### src/rtl/mem_arb_pkg.sv
// mem_arb_pkg: shared definitions for the unified-memory port arbiter.
//   - FSM state encoding (ST_IDLE, ST_ACCESS)
//   - requester port IDs (PORT_IF = 0, PORT_DM = 1)
//   - default address/data widths and the latency ceiling MEM_LAT_MAX
//   - rr_pick: round-robin winner selection between the two ports
package mem_arb_pkg;

  localparam int unsigned DEF_ADDR_W  = 10;
  localparam int unsigned DEF_DATA_W  = 32;
  localparam int unsigned MEM_LAT_MAX = 7;
  localparam int unsigned LAT_CNT_W   = $clog2(MEM_LAT_MAX + 1);

  typedef enum logic {
    ST_IDLE   = 1'b0,
    ST_ACCESS = 1'b1
  } state_t;

  typedef enum logic {
    PORT_IF = 1'b0,
    PORT_DM = 1'b1
  } port_t;

  // A lone requester always wins; on a tie the port that did not win last goes.
  function automatic port_t rr_pick(input logic want_if, input logic want_dm,
                                    input port_t last);
    port_t pick;
    if (want_if && want_dm) begin
      pick = (last == PORT_DM) ? PORT_IF : PORT_DM;
    end else if (want_dm) begin
      pick = PORT_DM;
    end else begin
      pick = PORT_IF;
    end
    return pick;
  endfunction

endpackage

### src/rtl/lat_counter.sv
// lat_counter: loadable down-counter that times one fixed-latency memory access.
// Ports:
//   clk      - clock, rising edge
//   rst      - synchronous active-low reset (count cleared to 0)
//   load     - load load_val into the counter
//   load_val - start value (the access latency)
//   dec      - decrement enable (while an access is outstanding)
//   done     - high in the cycle whose closing edge takes the count to 0
module lat_counter
  import mem_arb_pkg::*;
#(
  parameter int unsigned W = LAT_CNT_W
) (
  input  logic         clk,
  input  logic         rst,
  input  logic         load,
  input  logic [W-1:0] load_val,
  input  logic         dec,
  output logic         done
);

  logic [W-1:0] cnt;

  always_ff @(posedge clk) begin
    if (!rst) begin
      cnt <= '0;
    end else if (load) begin
      cnt <= load_val;
    end else if (dec && (cnt != '0)) begin
      cnt <= cnt - 1'b1;
    end
  end

  assign done = dec && (cnt == W'(1));

endmodule

### src/rtl/mem_port_arbiter.sv
// mem_port_arbiter: shares one single-port unified memory between the
// instruction-fetch port (IF) and the load/store port (DM). Round-robin
// arbitration, one fixed-latency access outstanding at a time.
// Ports:
//   clk, rst                 - clock; synchronous active-low reset
//   if_req/if_addr           - fetch request (held until if_gnt)
//   if_gnt/if_rvalid/if_rdata- fetch accept pulse, data-valid pulse, fetched word
//   dm_req/dm_we/dm_addr/dm_wdata - load/store request (held until dm_gnt)
//   dm_gnt/dm_rvalid/dm_rdata- accept pulse, load-data/store-done pulse, loaded word
//   mem_en/mem_we/mem_addr/mem_wdata - memory strobe (one cycle), write enable, address, data
//   mem_rdata                - memory read data, valid MEM_LAT cycles after mem_en
//   busy                     - high while an access is outstanding
// Optional build macro ARB_STATS_EN adds if_gnt_cnt/dm_gnt_cnt, saturating
// 16-bit grant counters per port.
module mem_port_arbiter
  import mem_arb_pkg::*;
#(
  parameter int unsigned ADDR_W  = DEF_ADDR_W,
  parameter int unsigned DATA_W  = DEF_DATA_W,
  parameter int unsigned MEM_LAT = 2
) (
  input  logic              clk,
  input  logic              rst,
  input  logic              if_req,
  input  logic [ADDR_W-1:0] if_addr,
  output logic              if_gnt,
  output logic              if_rvalid,
  output logic [DATA_W-1:0] if_rdata,
  input  logic              dm_req,
  input  logic              dm_we,
  input  logic [ADDR_W-1:0] dm_addr,
  input  logic [DATA_W-1:0] dm_wdata,
  output logic              dm_gnt,
  output logic              dm_rvalid,
  output logic [DATA_W-1:0] dm_rdata,
  output logic              mem_en,
  output logic              mem_we,
  output logic [ADDR_W-1:0] mem_addr,
  output logic [DATA_W-1:0] mem_wdata,
  input  logic [DATA_W-1:0] mem_rdata,
  output logic              busy
`ifdef ARB_STATS_EN
  ,
  output logic [15:0]       if_gnt_cnt,
  output logic [15:0]       dm_gnt_cnt
`endif
);

  state_t state, state_d;
  port_t  last_winner;
  port_t  cur_port;
  port_t  win;
  logic   cur_we;
  logic   eff_if, eff_dm;
  logic   issue;
  logic   complete;
  logic   cnt_done;

  // A request in the same cycle as its own grant is the tail of the request
  // just accepted, not a new one.
  assign eff_if = if_req && !if_gnt;
  assign eff_dm = dm_req && !dm_gnt;
  assign win    = rr_pick(eff_if, eff_dm, last_winner);

  lat_counter #(
    .W(LAT_CNT_W)
  ) u_lat (
    .clk      (clk),
    .rst      (rst),
    .load     (issue),
    .load_val (LAT_CNT_W'(MEM_LAT)),
    .dec      (state == ST_ACCESS),
    .done     (cnt_done)
  );

  assign complete = cnt_done;
  assign busy     = (state == ST_ACCESS);

  always_ff @(posedge clk) begin
    if (!rst) begin
      state <= ST_IDLE;
    end else begin
      state <= state_d;
    end
  end

  always_comb begin
    state_d = state;
    issue   = 1'b0;
    case (state)
      ST_IDLE: begin
        if (eff_if || eff_dm) begin
          issue   = 1'b1;
          state_d = ST_ACCESS;
        end
      end
      ST_ACCESS: begin
        if (cnt_done) begin
          state_d = ST_IDLE;
        end
      end
      default: state_d = ST_IDLE;
    endcase
  end

  always_ff @(posedge clk) begin
    if (!rst) begin
      last_winner <= PORT_DM;
      cur_port    <= PORT_IF;
      cur_we      <= 1'b0;
      if_gnt      <= 1'b0;
      dm_gnt      <= 1'b0;
      mem_en      <= 1'b0;
      mem_we      <= 1'b0;
      mem_addr    <= '0;
      mem_wdata   <= '0;
      if_rvalid   <= 1'b0;
      dm_rvalid   <= 1'b0;
      if_rdata    <= '0;
      dm_rdata    <= '0;
    end else begin
      if_gnt    <= issue && (win == PORT_IF);
      dm_gnt    <= issue && (win == PORT_DM);
      mem_en    <= issue;
      mem_we    <= issue && (win == PORT_DM) && dm_we;
      if_rvalid <= complete && (cur_port == PORT_IF);
      dm_rvalid <= complete && (cur_port == PORT_DM);

      if (issue) begin
        last_winner <= win;
        cur_port    <= win;
        cur_we      <= (win == PORT_DM) && dm_we;
        if (win == PORT_DM) begin
          mem_addr  <= dm_addr;
          mem_wdata <= dm_wdata;
        end else begin
          mem_addr  <= if_addr;
        end
      end

      if (complete && (cur_port == PORT_IF)) begin
        if_rdata <= mem_rdata;
      end
      if (complete && (cur_port == PORT_DM) && !cur_we) begin
        dm_rdata <= mem_rdata;
      end
    end
  end

`ifdef ARB_STATS_EN
  always_ff @(posedge clk) begin
    if (!rst) begin
      if_gnt_cnt <= '0;
      dm_gnt_cnt <= '0;
    end else begin
      if (issue && (win == PORT_IF) && (if_gnt_cnt != '1)) begin
        if_gnt_cnt <= if_gnt_cnt + 1'b1;
      end
      if (issue && (win == PORT_DM) && (dm_gnt_cnt != '1)) begin
        dm_gnt_cnt <= dm_gnt_cnt + 1'b1;
      end
    end
  end
`endif

endmodule

### config.mk
export PLATFORM = sky130hd
export DESIGN_NAME = mem_port_arbiter
export DESIGN_NICKNAME = d
export VERILOG_FILES = /design/src/rtl/mem_arb_pkg.sv /design/src/rtl/lat_counter.sv /design/src/rtl/mem_port_arbiter.sv
export SDC_FILE = /design/constraint.sdc
export NUM_CORES = 1
export LEC_CHECK = 0
export ABC_AREA = 1
export CORE_MARGIN = 2
export CORE_UTILIZATION = 47
export CTS_BUF_LIST = sky130_fd_sc_hd__clkbuf_2 sky130_fd_sc_hd__clkbuf_4 sky130_fd_sc_hd__clkbuf_8
export DETAILED_ROUTE_END_ITERATION = 6
export GPL_TIMING_DRIVEN = 1
export PLACE_DENSITY = 0.95
export SLEW_MARGIN = 5
export SYNTH_ARGS = -nofsm -noshare
export SYNTH_HDL_FRONTEND = slang
export SYNTH_SLANG_ARGS = --single-unit
### constraint.sdc
create_clock -name clk -period 4.6 [get_ports clk]
set_clock_uncertainty 0.2 [all_clocks]
set_input_delay 0.92 -clock clk [delete_from_list [all_inputs] [get_ports clk]]
set_output_delay 0.92 -clock clk [all_outputs]
set_load 0.01 [all_outputs]
==> metrics.md, run 1 <==
| Metric | Value |
|---|---|
| Wire length of the first global-routing pass | 19.9 mm |
| Endpoints failing hold | 0 |
| Final WS setup | 1.86 ns |
| Seq pwr share | 0.443 |
| FFs w/ async S/R, synth | 0 |
| RSZ-0062 raised after global routing | false |
| Critical-path top delay cell | nor2_4 |
| IO Count | roughly 200 |
| Actual slew at the worst max-slew pin | about 1.0 ns |
| Overflow after GRT | 0 |
| Rows | 36 |
| Setup bufs post-CTS | 0 |
| Top_reg_cell synth | dfxtp_1 |
| Slowest stage delay, CP | 0.58 ns |
| Setup CP Type | in2reg |
| Total power | 2.55 mW |
| Final nets | 903 |
| Slew Viols, Final | 0 |
| Gate power share | 0.155 |
| Most common cell on crit path | nand2_1 |
| H-tree depth | 4 |
| Min-Delay Endpoint | mem_wdata[4]$_SDFFE_PN0P_ |
| Synth-to-layout area growth | 52.7% |
| EDFF count, synth | 0 |
| Fin crit period | roughly 2.7 ns |
| Setup TNS | 0 ns |
| Drt wl/cell | 13.1 um |
| Antenna-violating nets left | 0 |
| Tot GR Track Use | 0.240 |
| Antenna diodes | 0 |
| Die Y-Extent | 103 um |
| Worst hold path stage count | 2 |
| Finished Layout Cells | approximately 960 |
| Crit path required time | between 4 and 5 ns |
| Net Sw Power | roughly 660 uW |
| Layout cells sized above 1 | 0.0583 |
| Max_slew headroom | 0.326 |
| Die area | between 0.01 and 0.015 mm2 |
| Clock power share | 0.402 |
| Post-Synthesis Cells | 624 |
| Worst vdd ir | slightly above 200 uV |
| GPL Wtd Cong | 0.819 |
| Reg-to-reg slack, setup | around 2.1 ns |
| Worst Reg-to-Reg Cells | 8 |
| Post-synth cell types | 20 |
| CTS root buf | clkbuf_8 |
| Placed Cells | about 930 |
| Largest net degree at the start of global routing | between 50 and 60 |
| Kind of start point of the critical path | input port |
| CTS buffer count | 17 |
| Reg-to-Reg End | if_rdata[23]$_SDFFE_PN0P_ |
| Worst flop-to-flop path startpoint | u_lat.cnt[1]$_SDFFE_PN0P_ |
| Max-cap viol count | 0 |
| Hold Crit Start | mem_wdata[4]$_SDFFE_PN0P_ |
| Synth Net Count | a little over 700 |
| Commonest cells after routing, fill and taps aside | clkdlybuf4s50_1 (200), nand2_1 (164), nor2_1 (133) |
| Synth warn | 0 |
| Worst path cell trace | clkdlybuf4s50_1 -> inv_1 -> nor2_2 -> nand3_2 -> nor2_4 -> nand2_1 -> nand2_1 |
| Placed cell area | between 0.006 and 0.007 mm2 |
| Switching portion of total power | 0.259 |
| Synthesized area per cell | ~7.3 um2 |
| DRT iter0 DRCs | 147 |
| Arr. time, crit path | about 2.9 ns |
| Fin Hold WS | ~0.25 ns |
| Setup violators final | 0 |
| Initial antenna violation count | 0 |
| CP Capture Type | flip-flop |
| Dpl hpwl | between 8 and 9 mm |
| Starting Density | 0.476 |
| CTS Buffer Depth | 2 |
| Worst-skew pair later-pin latency | 0.41 ns |
| Hold Buf Count CTS | 0 |
| Final Cycle Share | 0.596 |
| Vias per cell | 4.77 |
| Status | finished clean |
| Die W | just over 100 um |
| P_int | ~1.9 mW |
| Worst min path class | reg2reg |
| Critical Path Fanout Max | 33 |
| IO buf count | about 200 |
| FF+latch count, synth | between 100 and 150 |
| CTS tree | done |
| Most common cell after layout, fill and taps aside | clkdlybuf4s50_1 |
| Post-synthesis sequential area ratio | 0.520 |
| P_leak | 2.98 nW |
| Post-route DRC | 0 |
| Core ar. | 0.00964 mm2 |
| Max frequency | between 300 and 400 MHz |
| Setup WS pre-CTS | 1.48 ns |
| CTS Sinks | roughly 120 |
| Pre-Repair DR Iteration Count | 5 |
| Vias in the first global route | 4,328 |
| PwrDens | 364 mW/mm2 |
| Clock-pin slew on the worst setup and hold paths | about 0.080 ns |
| Drt total wl | 12.5 mm |
| Design area | between 0.007 and 0.008 mm2 |
| Post-cts resize count | 0 |
| Fin util | 0.726 |
| Via count | about 4,600 |
| Syn Std Cell Area | approximately 0.0046 mm2 |
[area by class of cell]
| cell class | instances | area, um2 |
|---|---|---|
| Inverter | 56 | 210 |
| Clock buffer | 17 | 234 |
| Fill cell | 744 | 2640 |
| Timing Repair Buffer | 203 | 2020 |
| Tap cell | 133 | 166 |
| Multi-Input combinational cell | 414 | 1780 |
| Sequential cell | 119 | 2380 |
| Clock inverter | 15 | 203 |
[worst max path at each step]
stage	to	startpoint	slack [ns]
6_report	mem_wdata[0]$_SDFFE_PN0P_	dm_req	1.86
5_1_grt	mem_wdata[29]$_SDFFE_PN0P_	dm_req	1.63
4_1_cts	mem_wdata[0]$_SDFFE_PN0P_	dm_req	1.89
3_5_place_dp	mem_wdata[0]$_SDFFE_PN0P_	dm_req	1.48
3_3_place_gp	mem_wdata[7]$_SDFFE_PN0P_	dm_req	1.58
2_1_floorplan	mem_wdata[10]$_SDFFE_PN0P_	dm_req	2.73
[worst max-delay path, delay by kind of cell]
kind | cells | cell delay [ns]
buffers and inverters | 2 | 0.57
and+or+nand+nor | 5 | 1.41
[flip-flops by register name (all words and copies together) (netlist names), 3 cells and up]
name       flops
mem_wdata     32
u_lat.cnt      3
if_rdata      32
mem_addr      10
dm_rdata      32
[per-layer routing]
metal / part of all wire / GRT usage / up-vias
met4: 0.024 / 0.118 / 0
met5: 0 / 0 / -
met3: 0.081 / 0.0705 / 26
met1: 0.40 / 0.277 / 2047
met2: 0.50 / 0.408 / 194
li1: - / - / 2294
[power by group through the flow]
stage | logic (mW) | clock network, mW | registers (mW)
final | 0.394 | 1.02 | 1.13
after global routing | 0.436 | 1.10 | 1.13
after CTS | 0.397 | 1.04 | 1.13
after detailed placement | 0.394 | 0 | 1.15
after global placement | 0.386 | 0 | 1.15
after floorplan | 0.160 | 0 | 1.17
[synth_stat cells, types with 4 or more instances]
cell type / count / area [um2]
clkbuf_1: 11 / 41.3
inv_2: 4 / 15.0
nor2_1: 133 / 499
o21ai_0: 35 / 175
dfxtp_1: 119 / 2380
nand2_1: 164 / 616
nor2_2: 4 / 25.0
buf_4: 12 / 90.1
inv_1: 52 / 195
buf_2: 9 / 45.0
nand3_1: 56 / 280
nand3b_1: 9 / 67.6
[logic make-up (layout without fill, tap and decap cells)]
family / count (synthesis) / in the layout / synth area share
AOI/OAI and AO/OA: 39 / 39 / 0.0434
buffers and inverters: 91 / 291 / 0.0917
DFF: 119 / 119 / 0.520
and+or+nand+nor: 372 / 372 / 0.337
adders and majority gates: 3 / 3 / 0.00819
(Power assumes the default switching activity.)
==> run 2, diff against run 1 <==
CORE_UTILIZATION = 43   (was 47)
PLACE_DENSITY = 0.9   (was 0.95)
clock period = 2.6 ns   (was 4.6 ns; I/O delays follow)
==> run 2 against run 1 <==
Against the previous run:
- wire length increased by 0.49%
- worst hold slack better by 0.00054 ns
- sequential share of layout area down 0.44 points
- core utilization is 3.9 points lower
- cell count increased by 1.3%
- highest routed layer unchanged
- sequential power up 76%
- clock power is 78% higher
- final area rose by 1.3%
- combinational power rose by 83%
- worst setup slack worse by 1.5 ns
- global-route usage down 1.9 points
- flip-flop and latch count stayed put
==> metrics.md, run 2 (synthesized netlist as in run 1, its figures left out) <==
| Metric | Value |
|---|---|
| Status | finished clean |
| Synth-to-layout area growth | 54.7% |
| GPL Wtd Cong | between 0.8 and 0.9 |
| Actual slew at the worst max-slew pin | roughly 0.52 ns |
| PwrDens | ~640 mW/mm2 |
| Post-cts resize count | 0 |
| Drt wl/cell | ~13 um |
| Tot GR Track Use | 0.221 |
| Regs by FF count | dm_rdata (32), if_rdata (32), mem_wdata (32) |
| Final nets | ~910 |
| Rows | 37 |
| Max frequency | 456 MHz |
| CTS Sinks | roughly 120 |
| Initial antenna violation count | 0 |
| Endpoints failing hold | 0 |
| Net Sw Power | 1.13 mW |
| CP Capture Type | output port |
| Drt total wl | 12.6 mm |
| Hold Buf Count CTS | 0 |
| Wire length of the first global-routing pass | 20.3 mm |
| DRT iter0 DRCs | between 150 and 200 |
| Filler cells | 830 |
| IO buf count | 201 |
| Worst-skew pair later-pin latency | roughly 0.40 ns |
| Setup bufs post-CTS | 0 |
| Setup CP Type | reg2out |
| Starting Density | 0.444 |
| Critical-path top delay cell | clkdlybuf4s50_1 |
| CTS root buf | clkbuf_8 |
| Overflow after GRT | 0 |
| Fin Hold WS | 0.247 ns |
| Dpl hpwl | 8.75 mm |
| Commonest cells after routing, fill and taps aside | clkdlybuf4s50_1 (200), nand2_1 (164), nor2_1 (133) |
| Setup violators final | 0 |
| Arr. time, crit path | around 1.5 ns |
| Slowest stage delay, CP | about 0.61 ns |
| Largest net degree at the start of global routing | between 60 and 70 |
| Worst path cell trace | clkdlybuf4s50_1 |
| Pre-Repair DR Iteration Count | 4 |
| Clock power share | 0.401 |
| Final Cycle Share | 0.844 |
| Die Y-Extent | 107 um |
| CTS Buffer Depth | 2 |
| Kind of start point of the critical path | flip-flop |
| Critical Path Fanout Max | 5 |
| Fin util | 0.687 |
| CTS buffer count | 17 |
| Post-route DRC | 0 |
| P_leak | 3.05 nW |
| RSZ-0062 raised after global routing | false |
| Slew Viols, Final | 0 |
| Crit path buf inv count | 1 |
| Most common cell after layout, fill and taps aside | clkdlybuf4s50_1 |
| Crit path required time | between 1.5 and 2 ns |
| Via count | approximately 4,500 |
| Layout cells sized above 1 | 0.0684 |
| Worst vdd ir | about 380 uV |
| P_int | 3.40 mW |
| Vias in the first global route | 4,460 |
| Placed cell area | ~0.0067 mm2 |
| H-tree depth | 4 |
| Setup TNS | 0 ns |
| Switching portion of total power | 0.250 |
| Die W | 107 um |
| CTS tree | done |
| Fin crit period | 2.19 ns |
| Max_slew headroom | 0.656 |
| Max-cap viol count | 0 |
| Antenna diodes | 0 |
| Total power | 4.53 mW |
| Die area | between 0.01 and 0.015 mm2 |
| Clock-pin slew on the worst setup and hold paths | 0.07 ns |
| Core ar. | 0.0103 mm2 |
| Vias per cell | between 4 and 5 |
| Worst min path class | reg2reg |
| CP delay by family, top | buffers and inverters |
| IO Count | 202 |
| Antenna-violating nets left | 0 |
| Design area | about 0.0071 mm2 |
| Seq pwr share | 0.440 |
| Gate power share | 0.159 |
[run 2: worst paths after layout]
kind                              start                          to  slack, ns  cells past startpoint
max                     busy$_SDFF_PN0_                        busy       0.41                      1
min          mem_wdata[13]$_SDFFE_PN0P_  mem_wdata[13]$_SDFFE_PN0P_       0.25                      2
max reg2reg   u_lat.cnt[1]$_SDFFE_PN0P_    if_rdata[0]$_SDFFE_PN0P_       0.58                      8
min reg2reg  mem_wdata[13]$_SDFFE_PN0P_  mem_wdata[13]$_SDFFE_PN0P_       0.25                      2
[run 2: power by group through the flow]
stage / Clock [mW] / Sequential (mW) / Combinational, mW
after floorplan: 0 / 2.07 / 0.282
after global placement: 0 / 2.03 / 0.710
after detailed placement: 0 / 2.03 / 0.720
after CTS: 1.85 / 1.99 / 0.726
after global routing: 1.93 / 2.01 / 0.791
final: 1.82 / 1.99 / 0.721
[run 2: worst min-delay path, cell delays in order (launching register included)]
cell,delay (ns)
dfxtp_1,0.31
nand2_1,0.06
nand2_1,0.04
[run 2: area by class of cell]
| cell class | instances | area [um2] | share of cell area |
|---|---|---|---|
| inverters | 56 | 210 | 0.0296 |
| repair buffers | 213 | 2110 | 0.297 |
| clock inverters | 12 | 176 | 0.0249 |
| flip-flops and latches | 119 | 2380 | 0.336 |
| well taps | 136 | 170 | 0.0240 |
| clock buffers | 19 | 262 | 0.0369 |
| multi-input cells | 414 | 1780 | 0.251 |
[run 2: metrics by stage]
step                setup slack (ns)  cells
floorplan                       1.09    624
global placement               0.407    938
detailed placement             0.384    938
CTS                            0.375    969
global route                   0.332    969
finish                         0.406    969
[run 2: metal layers]
metal  wire [um]  global-route usage
met3         883              0.0630
met1        5320               0.250
met5           0                   0
met4         292              0.0900
met2        6110               0.389
